### config.mk
export PLATFORM = sky130hd
export DESIGN_NAME = normal_shader
export DESIGN_NICKNAME = d
export VERILOG_FILES = /design/src/rtl/normal_shader.sv
export SDC_FILE = /design/constraint.sdc
export NUM_CORES = 1
export LEC_CHECK = 0
export CAP_MARGIN = 5
export CORE_ASPECT_RATIO = 1.75
export CORE_MARGIN = 2
export CORE_UTILIZATION = 50
export DETAILED_ROUTE_END_ITERATION = 8
export PLACE_DENSITY = 0.77
export SYNTH_ARGS = -nofsm -noshare
export SYNTH_HDL_FRONTEND = slang
export SYNTH_SLANG_ARGS = --single-unit
### constraint.sdc
create_clock -name clk -period 7.36 [get_ports clk]
set_input_delay 0.736 -clock clk [delete_from_list [all_inputs] [get_ports clk]]
set_output_delay 0.736 -clock clk [all_outputs]
set_load 0.1 [all_outputs]
### src/rtl/normal_shader.sv
// Four-stage Lambertian normal shader feeding an 8-entry pixel FIFO with raster position tracking.
// Optional debug colouring of the raw normal is enabled by defining NORMAL_SHADER_NRM_COLOR_EN.
module normal_shader #(
  parameter int H_RES   = 640,
  parameter int V_RES   = 480,
  parameter int LX      = 0,
  parameter int LY      = 0,
  parameter int LZ      = 16384,
  parameter int AMBIENT = 32,
  parameter int BASE_R  = 255,
  parameter int BASE_G  = 255,
  parameter int BASE_B  = 255
) (
  input  logic        clk,
  input  logic        rst,
  input  logic        in_valid,
  input  logic [31:0] normal_x,
  input  logic [31:0] normal_y,
  input  logic [31:0] normal_z,
`ifdef NORMAL_SHADER_NRM_COLOR_EN
  input  logic        dbg_nrm,
`endif
  output logic        pix_valid,
  input  logic        pix_ready,
  output logic [23:0] pix_rgb,
  output logic [9:0]  pix_x,
  output logic [9:0]  pix_y,
  output logic        pix_last,
  output logic        ovf
);

  localparam logic signed [63:0] LX_W     = 64'(LX);
  localparam logic signed [63:0] LY_W     = 64'(LY);
  localparam logic signed [63:0] LZ_W     = 64'(LZ);
  localparam logic [7:0]         AMB      = 8'(AMBIENT);
  localparam logic [7:0]         AMB_SPAN = 8'(255 - AMBIENT);
  localparam logic [15:0]        BR       = 16'(BASE_R);
  localparam logic [15:0]        BG       = 16'(BASE_G);
  localparam logic [15:0]        BB       = 16'(BASE_B);
  localparam logic [3:0]         DEPTH    = 4'd8;

  logic signed [31:0] nx_s, ny_s, nz_s;
  assign nx_s = normal_x;
  assign ny_s = normal_y;
  assign nz_s = normal_z;

  logic               s1_v, s2_v, s3_v, s4_v;
  logic signed [63:0] s1_px, s1_py, s1_pz;
  logic signed [63:0] s2_dot;
  logic [7:0]         s3_int;
  logic [23:0]        s4_rgb;
  logic [14:0]        dot_cl;

`ifdef NORMAL_SHADER_NRM_COLOR_EN
  logic [31:0] s1_nx, s1_ny, s1_nz;
  logic        s1_dbg, s2_dbg, s3_dbg;
  logic [23:0] s2_nrm, s3_nrm;

  // Maps a Q2.14 component in [-1, 1] onto 0..255, saturating outside that range.
  function automatic logic [7:0] nrm_chan(input logic signed [31:0] n);
    logic signed [33:0] t;
    t = (34'(n) + 34'sd16384) >>> 7;
    if (t < 0)                 return 8'd0;
    else if (t > 34'sd255)     return 8'd255;
    else                       return t[7:0];
  endfunction
`endif

  // NOTE: combinational blocks assign a default first so no path can infer a latch.
  always_comb begin
    dot_cl = '0;
    if (s2_dot < 0)               dot_cl = '0;
    else if (s2_dot > 64'sd16384) dot_cl = 15'd16384;
    else                          dot_cl = 15'(s2_dot);
  end

  // NOTE: all pipeline and control state updates with non-blocking assignments.
  always_ff @(posedge clk or negedge rst) begin
    if (!rst) begin
      s1_v   <= 1'b0;
      s2_v   <= 1'b0;
      s3_v   <= 1'b0;
      s4_v   <= 1'b0;
      s1_px  <= '0;
      s1_py  <= '0;
      s1_pz  <= '0;
      s2_dot <= '0;
      s3_int <= '0;
      s4_rgb <= '0;
`ifdef NORMAL_SHADER_NRM_COLOR_EN
      s1_nx  <= '0;
      s1_ny  <= '0;
      s1_nz  <= '0;
      s1_dbg <= 1'b0;
      s2_dbg <= 1'b0;
      s3_dbg <= 1'b0;
      s2_nrm <= '0;
      s3_nrm <= '0;
`endif
    end else begin
      s1_v   <= in_valid;
      s1_px  <= 64'(nx_s) * LX_W;
      s1_py  <= 64'(ny_s) * LY_W;
      s1_pz  <= 64'(nz_s) * LZ_W;
      s2_v   <= s1_v;
      s2_dot <= (s1_px + s1_py + s1_pz) >>> 14;
      s3_v   <= s2_v;
      s3_int <= AMB + 8'((23'(AMB_SPAN) * 23'(dot_cl)) >> 14);
      s4_v   <= s3_v;
      s4_rgb <= {8'((BR * 16'(s3_int)) >> 8),
                 8'((BG * 16'(s3_int)) >> 8),
                 8'((BB * 16'(s3_int)) >> 8)};
`ifdef NORMAL_SHADER_NRM_COLOR_EN
      s1_nx  <= normal_x;
      s1_ny  <= normal_y;
      s1_nz  <= normal_z;
      s1_dbg <= dbg_nrm;
      s2_dbg <= s1_dbg;
      s3_dbg <= s2_dbg;
      s2_nrm <= {nrm_chan(s1_nx), nrm_chan(s1_ny), nrm_chan(s1_nz)};
      s3_nrm <= s2_nrm;
      if (s3_dbg) s4_rgb <= s3_nrm;
`endif
    end
  end

  logic [23:0] mem [DEPTH];
  logic [2:0]  wr_ptr, rd_ptr, rd_nxt;
  logic [3:0]  count, cnt_left;
  logic        pop, accept;
  logic [23:0] head_nxt;

  assign pix_valid = (count != 4'd0);
  assign pix_last  = pix_valid && (pix_x == 10'(H_RES - 1)) && (pix_y == 10'(V_RES - 1));

  // pix_rgb is a register mirroring the head so it holds its value once the FIFO drains.
  always_comb begin
    pop      = pix_valid & pix_ready;
    accept   = s4_v & ((count != DEPTH) | pop);
    rd_nxt   = rd_ptr + 3'(pop);
    cnt_left = count - 4'(pop);
    head_nxt = pix_rgb;
    if (cnt_left != 4'd0) head_nxt = mem[rd_nxt];
    else if (accept)      head_nxt = s4_rgb;
  end

  // NOTE: the storage array carries no reset; pointers and count alone define validity.
  always_ff @(posedge clk) begin
    if (accept) mem[wr_ptr] <= s4_rgb;
  end

  always_ff @(posedge clk or negedge rst) begin
    if (!rst) begin
      wr_ptr  <= '0;
      rd_ptr  <= '0;
      count   <= '0;
      pix_rgb <= '0;
      pix_x   <= '0;
      pix_y   <= '0;
      ovf     <= 1'b0;
    end else begin
      if (accept) wr_ptr <= wr_ptr + 3'd1;
      rd_ptr  <= rd_nxt;
      count   <= cnt_left + 4'(accept);
      pix_rgb <= head_nxt;
      if (s4_v && !accept) ovf <= 1'b1;
      if (pop) begin
        if (pix_x == 10'(H_RES - 1)) begin
          pix_x <= '0;
          pix_y <= (pix_y == 10'(V_RES - 1)) ? 10'd0 : pix_y + 10'd1;
        end else begin
          pix_x <= pix_x + 10'd1;
        end
      end
    end
  end

endmodule

# Word-level counts from Yosys, hierarchy flattened
# Memory sizes are Yosys's and may differ from the RTL's.
# Cells that the tools add are included.
# Widths: inputs -> output; s select.
[totals] inputBits=100 latchBits=0 register_bits=155 mem_bits_ro=0 out_inout_bits=47 mem_count=1 mem_bits_rw=192 wordCells=49
[mem_list] name="mem" depth=8 width=24 rd=1 rd_ports_with_merged_regs=0 write_ports=1 line="127" rtl="logic [23:0] mem [DEPTH];"
[op_classes] bitwise=3 n_addsub=7 muxes=8 shift=0 n_eq_ne=3 multipliers=2 reduce_logical=8 magnitude_cmp=2 n_div=0
[op_table] op="$mux 24" count=2
[op_table] op="$gt 32x16->1 const B" count=1
[op_table] op="$lt 32x1->1 const B" count=1
[op_table] op="$mux 15" count=2
[op_table] op="$mul 8x15->22 const A" count=1
[op_table] op="$add 10x1->10 const B" count=2
[op_table] op="$mux 10" count=2
[op_table] op="$mul 8x8->16 const A" count=1
[op_table] op="$eq 10x10->1 const B" count=1
[op_table] op="$eq 10x9->1 const B" count=1
[op_table] op="$add 6x8->8 const A" count=1
[op_table] op="$reduce_bool 4->1" count=2
[op_table] op="$add 4x1->4" count=1
[op_table] op="$ne 4x4->1 const B" count=1
[op_table] op="$sub 4x1->4" count=1
[op_table] op="$add 3x1->3" count=1
[op_table] op="$add 3x1->3 const B" count=1
[op_table] op="$logic_and 1x1->1" count=3
[op_table] op="$and 1x1->1" count=2
[op_table] op="$mux 1" count=2
[op_table] op="$reduce_and 2->1" count=1
[op_table] op="$reduce_bool 2->1" count=1
[op_table] op="$logic_not 1->1" count=1
[op_table] op="$or 1x1->1" count=1

# Depth between registers and ports, before layout
# Gate-level depths: netlist (run 1).
[logic_depth] ltp_word=6 mapped_depth=30 depth_no_buf=29

# Worst setup path before layout (run 1)
# No wires, ideal clock.
[synth_path] kind="register -> register" startpoint="reg, netlist name s2_dot[31]" endpoint="reg s3_int[7]" setup_ns=0.127 required_ns=7.233 path_stages_with_launch=27 synth_period_minus_slack_ns=7.062 n_path_buf=1 path_slack_ns=0.298 arrival_ns=6.935 cell_sequence="dfrtp_1 -> nor4_1 -> nand4_1 -> or4_1 -> a21oi_2 -> buf_2 -> nand2_1 -> fa_1 -> fa_1 -> inv_1 -> fa_1 -> inv_1 -> fa_1 -> inv_1 -> ha_1 -> or4_1 -> a221o_1 -> o211a_1 -> o21a_1 -> a221oi_1 -> ha_1 -> xor2_1 -> xnor2_1 -> xnor2_1 -> mux2_2 -> a31oi_1 -> nand3_1"
[synth_via] elab_chain_cells=5 word_cells_on_any_way=6 classes_between="1 x add/sub; 1 x mul; 2 x order compare; 2 x mux"
[synth_rtl] element="$gt 32x16->1" line="73" rtl="else if (s2_dot > 64'sd16384) dot_cl = 15'd16384;"
[synth_rtl] element="$mux 15" line="73"
[synth_rtl] element="$mux 15 (*)" line="72" rtl="if (s2_dot < 0) dot_cl = '0;"
[synth_rtl] element="$mul 8x15->22 (*)" line="108" rtl="s3_int <= AMB + 8'((23'(AMB_SPAN) * 23'(dot_cl)) >> 14);"
[synth_rtl] element="$add 6x8->8 (*)" line="108"
[synth_rtl] element="end signal: assignment" line="108"
[synth_rtl] element="end: declaration" line="50" rtl="logic [7:0] s3_int;"
# Every way passes the cells marked *; elsewhere a longest branch is shown, timed or not.
# A chain may end at the register's enable or synchronous reset.

# Worst setup path in the final report (run 1)
[layout_path] startpoint="reg s2_dot[30]" endpoint="reg s3_int[7]"
[layout_via] elab_chain_cells=5 word_cells_on_any_way=6 classes_between="1 x add/sub; 1 x mul; 2 x order compare; 2 x mux"
[layout_rtl] element="start: declaration" line="49" rtl="logic signed [63:0] s2_dot;"
[layout_rtl] element="start signal: assignment" line="106" rtl="s2_dot <= (s1_px + s1_py + s1_pz) >>> 14;"
[layout_rtl] element="$gt 32x16->1" line="73"
[layout_rtl] element="$mux 15" line="73"
[layout_rtl] element="$mux 15 (*)" line="72"
[layout_rtl] element="$mul 8x15->22 (*)" line="108"
[layout_rtl] element="$add 6x8->8 (*)" line="108"
# Marked as above.

==> results of run 1 <==
## synth_stat cells (3+ instances only)
| cell | count |
|---|---|
| nand2_1 | 52 |
| nor2b_1 | 4 |
| buf_4 | 16 |
| or2_2 | 3 |
| mux4_2 | 16 |
| xnor2_1 | 26 |
| and2_1 | 10 |
| a31oi_1 | 8 |
| buf_2 | 5 |
| a311oi_1 | 3 |
| fa_1 | 74 |
| or3_1 | 3 |
| xor2_1 | 13 |
| dfrtp_1 | 123 |
| mux2_2 | 10 |
| inv_1 | 150 |
| o21ai_0 | 26 |
| nor3b_1 | 6 |
| nand4_1 | 13 |
| ha_1 | 96 |
| o21a_1 | 3 |
| a211o_1 | 3 |
| nand3_1 | 9 |
| a21o_1 | 9 |
| nor4_1 | 9 |
| and3_1 | 6 |
| clkbuf_1 | 8 |
| a21oi_1 | 15 |
| nor2_1 | 29 |
| mux2i_1 | 9 |
| edfxtp_1 | 64 |
| nor3_1 | 8 |
## registers in the layout (all words and copies together), names as in the netlist, 8 cells and up
register  cells
s3_int        8
pix_y        10
pix_rgb       8
s1_pz        32
s2_dot       32
pix_x        10
mem          64
s4_rgb        8
## timing repair
| action | CTS | global route |
|---|---|---|
| hold buffers | 0 | 0 |
| setup buffers | 0 | 5 |
| setup endpoints to repair | 0 | 1 |
| resized for setup | 0 | 18 |
## power by group through the flow
stage	Sequential, mW	Combinational [mW]	Clock [mW]
3_5_place_dp	1.50	1.86	0
6_report	1.48	1.87	0.933
3_3_place_gp	1.48	1.82	0
5_1_grt	1.50	2.02	0.996
4_1_cts	1.48	1.88	0.953
2_1_floorplan	1.74	1.24	0
## layer usage
metal	GRT usage, %	vias to the layer above	part of all wire (%)
met2	34.2	118	60
met3	3.01	39	2.2
met5	0	-	0
met4	7.45	0	3.0
li1	-	3074	-
met1	17.0	3211	35
## final timing paths
kind                              to       start  cells past startpoint
max                        s3_int[7]  s2_dot[30]                     26
max reg2reg                s3_int[7]  s2_dot[30]                     26
max in group asynchronous  s2_dot[6]         rst                      2
min in group asynchronous   pix_x[6]         rst                      1
min reg2reg                s2_dot[3]   s1_pz[17]                      0
min                        s2_dot[3]   s1_pz[17]                      0
## final cells by class
type                       count  area (um^2)
clock buffer                  17          425
clock inverter                15          193
fill                        1569         8360
inverter                     150          563
multi-input combinational    492         5020
sequential                   187         5000
tap                          252          315
timing repair buffer         112         1050
## critical path: cells and delay by family (launching register included)
family,cells,cell delay (ns)
compound gates,6,1.37
buf+inv,4,0.30
flops,1,0.38
xor+xnor,3,0.48
fa+ha+maj,6,2.46
mux,1,0.36
simple gates,6,1.53
## metrics by stage
step | hold WS, ns | util, % | total power [mW] | setup slack [ns] | cells
finish | 0.343 | 60.0 | 4.28 | 0.353 | 1225
CTS | 0.344 | 59.6 | 4.31 | 0.0453 | 1219
global placement | 0.332 | 56.6 | 3.30 | 0.117 | 1187
floorplan | 0.331 | - | 2.97 | 0.298 | 860
detailed placement | 0.335 | 56.6 | 3.36 | 0.0947 | 1187
global route | 0.346 | 60.0 | 4.52 | -0.0487 | 1225
## cell families after synthesis
family                   Yosys count  synth area share (%)
AO/OA/AOI/OAI                     84                  5.14
buffers and inverters            181                  6.96
AND/OR/NAND/NOR                  163                  7.68
flip-flops                       187                  46.7
multiplexers                      35                  5.25
XOR/XNOR                          39                  3.19
adder cells (fa/ha/maj)          171                  25.1
==> qor.txt, run 1 <==
Syn nets -> 1130
Max-Cap Viols -> 0
Largest cells by area after synthesis -> dfrtp_1 (29%), edfxtp_1 (18%), fa_1 (14%)
Commonest non-fill, non-tap cell in the layout -> inv_1
Routed vias -> 6442
Die W -> 115 um
P&R area growth vs syn -> 17.3%
Root buf cell -> clkbuf_16
Clock-pin slew on the worst setup and hold paths -> 0.08 ns
Synth Register Bits -> 187
GRT overflow -> 0
Initial antenna violation count -> 0
Clk pwr share -> 21.8%
Slew headroom -> 30.3%
Switch share -> 43.1%
Final hold violations -> 0
PD cells -> 341 nW/um^2
RSZ-0062 raised after global routing -> true
Least-Margin Pin Slew -> 1.05 ns
Post-DRT Antenna Nets -> 0
Port Buffer Count -> 82
Layout cells sized above 1 -> 11.6%
Setup tns final -> 0 ns
Site row count -> 70
Post-synth top flop -> dfrtp_1
Sequential power share -> 34.5%
DRC violations left -> 0
Synth Cell Area -> 10700 um^2
CTS H-tree lvls -> 4
First-pass GRT wire length -> 30.5 mm
Worst endpoint data arrival time -> 7.31 ns
Via/cell ratio -> 5.26
Tcrit/Tclk final -> 95.2%
Layout Skew -> 0.0127 ns
Clock Path Buffers -> 2
Slowest CP cell -> fa_1
DRT Wirelength -> 18.6 mm
Number of synthesized flops with an enable pin -> 64
Cell mode on critical path -> fa_1
Fmax -> 143 MHz
Critical Path RT -> 7.67 ns
Clk_lat worst skew -> 0.43 ns
Largest net degree at the start of global routing -> 69
Post-Syn Instances -> 860
Total GRT Usage -> 17.3%
DIE HEIGHT -> 198 um
Leak -> 5.88 nW
Yosys cell types -> 55
Psw -> 1.84 mW
Crit-path max cell delay -> 0.54 ns
Ys Warns -> 0
Drt first pass iters -> 4
CP Capture Type -> flop
Routed wire per std cell -> 15.1 um
Peak VDD IR -> 232 uV
Most frequent cells in the layout -> inv_1 (146), dfrtp_1 (123), ha_1 (95)
Post-route design area -> 12600 um^2
R2r setup slk -> 0.35 ns
Outcome -> complete, no violations
DP HPWL -> 14.3 mm
Initial Util -> 51.2%
GP Congestion -> 0.847
Die area -> 22700 um^2
Worst hold path class -> flop to flop
Clock sinks -> 187
Avg Cell Area, Syn -> 12.5 um^2
Total CTS buffers -> 17
Total Nets Final -> 1230
Int Pwr -> 2.44 mW
Vias in the first global route -> 6691
Setup crit start kind -> flop
Critical Path Fanout Max -> 5
Fraction of registers with async set/reset -> 65.8%
Total I/O pin count -> 147
Synth top area share -> 28.7%
Yosys top cell by area -> dfrtp_1
Min Tclk post-route -> 7.01 ns
DRT iter0 DRCs -> 326
Final setup violating endpoints -> 0
Final Max Slew Viols -> 0
N_diodes -> 0
CTS tree -> built
Sequential area share after synthesis -> 46.7%
Gate power share -> 43.7%
Critical path class -> flop to flop
Area of the core -> 20900 um^2
Placed cell area -> 11800 um^2
Power figures use the tool's default switching activity.
==> run 2, diff against run 1 <==
clock period = 5.82 ns   (was 7.36 ns; I/O delays follow)
==> qor.txt, run 2 (synthesized netlist as in run 1, its figures left out) <==
Outcome -> complete, but fails checks
Failing checks -> setup timing
DP HPWL -> 15.8 mm
Hold_buf cts -> 0
RSZ-0062 raised after global routing -> true
M2 GR Usage -> 39.9%
Dpl cells -> 1248
DRT Wirelength -> 20.4 mm
Crit Reg-Reg Startpoint -> s2_dot[30]
Clock Path Buffers -> 2
Psw -> 2.33 mW
Setup tns final -> -1.05 ns
Reg area -> 5000 um^2
Least-Margin Pin Slew -> 1.03 ns
P&R area growth vs syn -> 22.8%
First-pass GRT wire length -> 34.5 mm
Setup crit start kind -> flop
Non-filler instance count after layout -> 1283
R2r setup slk -> -1.03 ns
Worst r2r path cells -> 26
Peak VDD IR -> 280 uV
Total I/O pin count -> 147
Met1 usage -> 18.7%
Sequential power share -> 34.2%
Final setup violating endpoints -> 2
Clock-pin slew on the worst setup and hold paths -> 0.08 ns
Max-Cap Viols -> 0
Final Max Slew Viols -> 0
Worst endpoint data arrival time -> 7.17 ns
Via/cell ratio -> 5.30
Worst slack, placed -> -1.21 ns
N_diodes -> 0
Worst reg2reg endpoint -> s3_int[7]
Initial Util -> 51.2%
Placed cell area -> 12400 um^2
Post-route design area -> 13200 um^2
Biggest register -> mem
Port Buffer Count -> 82
Leak -> 6.20 nW
CTS tree -> built
Largest net degree at the start of global routing -> 82
Slew headroom -> 31.0%
Site row count -> 70
Die W -> 115 um
Critical path class -> flop to flop
Die area -> 22700 um^2
Setup crit start -> s2_dot[30]
Critical Path Fanout Max -> 6
Tcrit/Tclk final -> 118%
Clk pwr share -> 22.0%
Vias in the first global route -> 7403
Clk_lat worst skew -> 0.44 ns
Final hold slack -> 0.131 ns
Regs by FF count -> mem: 64 flops, s1_pz: 32 flops, s2_dot: 32 flops
PD cells -> 416 nW/um^2
Pwr Total -> 5.48 mW
GRT Max-Usage Layer -> met2
Post-DRT Antenna Nets -> 0
Drt first pass iters -> 6
Most frequent cells in the layout -> inv_1 (144), dfrtp_1 (123), ha_1 (89)
Routed vias -> 6798
Int Pwr -> 3.15 mW
Clock sinks -> 187
Commonest non-fill, non-tap cell in the layout -> inv_1
Initial antenna violation count -> 0
Worst hold path class -> primary input to async pin
Total Nets Final -> 1288
GRT met3 Usage -> 3.22%
Total CTS buffers -> 17
CTS H-tree lvls -> 4
Max reg flops -> 64
Fmax -> 146 MHz
Gate power share -> 43.8%
Layout cells sized above 1 -> 18.3%
DRT iter0 DRCs -> 290
DIE HEIGHT -> 198 um
Fin worst setup slack -> -1.03 ns
GP Congestion -> 0.880
Routed wire per std cell -> 15.9 um
Area of the core -> 20900 um^2
Total GRT Usage -> 19.8%
CP Capture Type -> flop
Min Tclk post-route -> 6.85 ns
Switch share -> 42.5%
GRT overflow -> 0
Fillers -> 1553
Fin util -> 62.9%
Critical Path RT -> 6.14 ns
DRC violations left -> 0
Area of the multi-input gates -> 5140 um^2
Layout Skew -> 0.0114 ns
Root buf cell -> clkbuf_16
Final hold violations -> 0
==> run 2: cell count changes in the layout (fill, tap and decap cells not counted), moves of 4 or more <==
cell	delta
ha_1	-6
inv_12	-4
buf_4	+57
ha_2	+5
clkinv_8	+4
==> run 2: worst max path at each step <==
stage | endpoint | slack (ns) | cells past startpoint
5_1_grt | s3_int[7] | -1.29 | 26
2_1_floorplan | s3_int[7] | -0.95 | 26
6_report | s3_int[7] | -1.03 | 26
3_3_place_gp | s3_int[7] | -0.97 | 27
3_5_place_dp | s3_int[7] | -1.21 | 29
4_1_cts | s3_int[7] | -1.05 | 26
==> run 2: power by group through the flow <==
stage          Clock, mW  Combinational, mW  Sequential [mW]
2_1_floorplan          0               1.56             2.20
3_3_place_gp           0               2.31             1.88
3_5_place_dp           0               2.38             1.90
4_1_cts             1.23               2.42             1.88
5_1_grt             1.28               2.58             1.91
6_report            1.21               2.40             1.87
==> run 2: routing by layer <==
layer	wire, um	part of all wire [%]
met2	12600	62
met1	6630	33
met4	705	3.5
met5	0	0
met3	427	2.1
==> run 2: critical path: stages, from the launching register on <==
cell and delay, ns:
dfrtp_1 0.39, nor4_2 0.31, nand4_1 0.14, or4_4 0.45, a21oi_4 0.18, buf_12 0.17
nand2_8 0.06, fa_1 0.49, fa_1 0.49, inv_1 0.05, fa_1 0.50, inv_2 0.04
fa_1 0.49, inv_1 0.04, ha_2 0.16, or4_1 0.47, a221o_1 0.30, o211a_1 0.24
o21a_1 0.20, a221oi_2 0.25, ha_2 0.22, xor2_1 0.17, xnor2_1 0.19, xnor2_2 0.17
mux2_4 0.32, a31oi_1 0.16, nand3_1 0.10
==> run 2: repair_timing <==
| action | 4_1_cts | 5_1_grt |
|---|---|---|
| pin swaps | 14 | 7 |
| gates resized for setup | 10 | 15 |
| setup buffers | 2 | 1 |
| hold endpoints to repair | 0 | 0 |
| setup endpoints to repair | 3 | 6 |
==> run 2: cell type report <==
class / count / share of cell area [%]
multi-input combinational: 492 / 39.0
sequential: 187 / 38.0
timing repair buffer: 170 / 11.4
inverter: 150 / 4.30
clock buffer: 18 / 3.42
tap: 252 / 2.39
clock inverter: 14 / 1.46
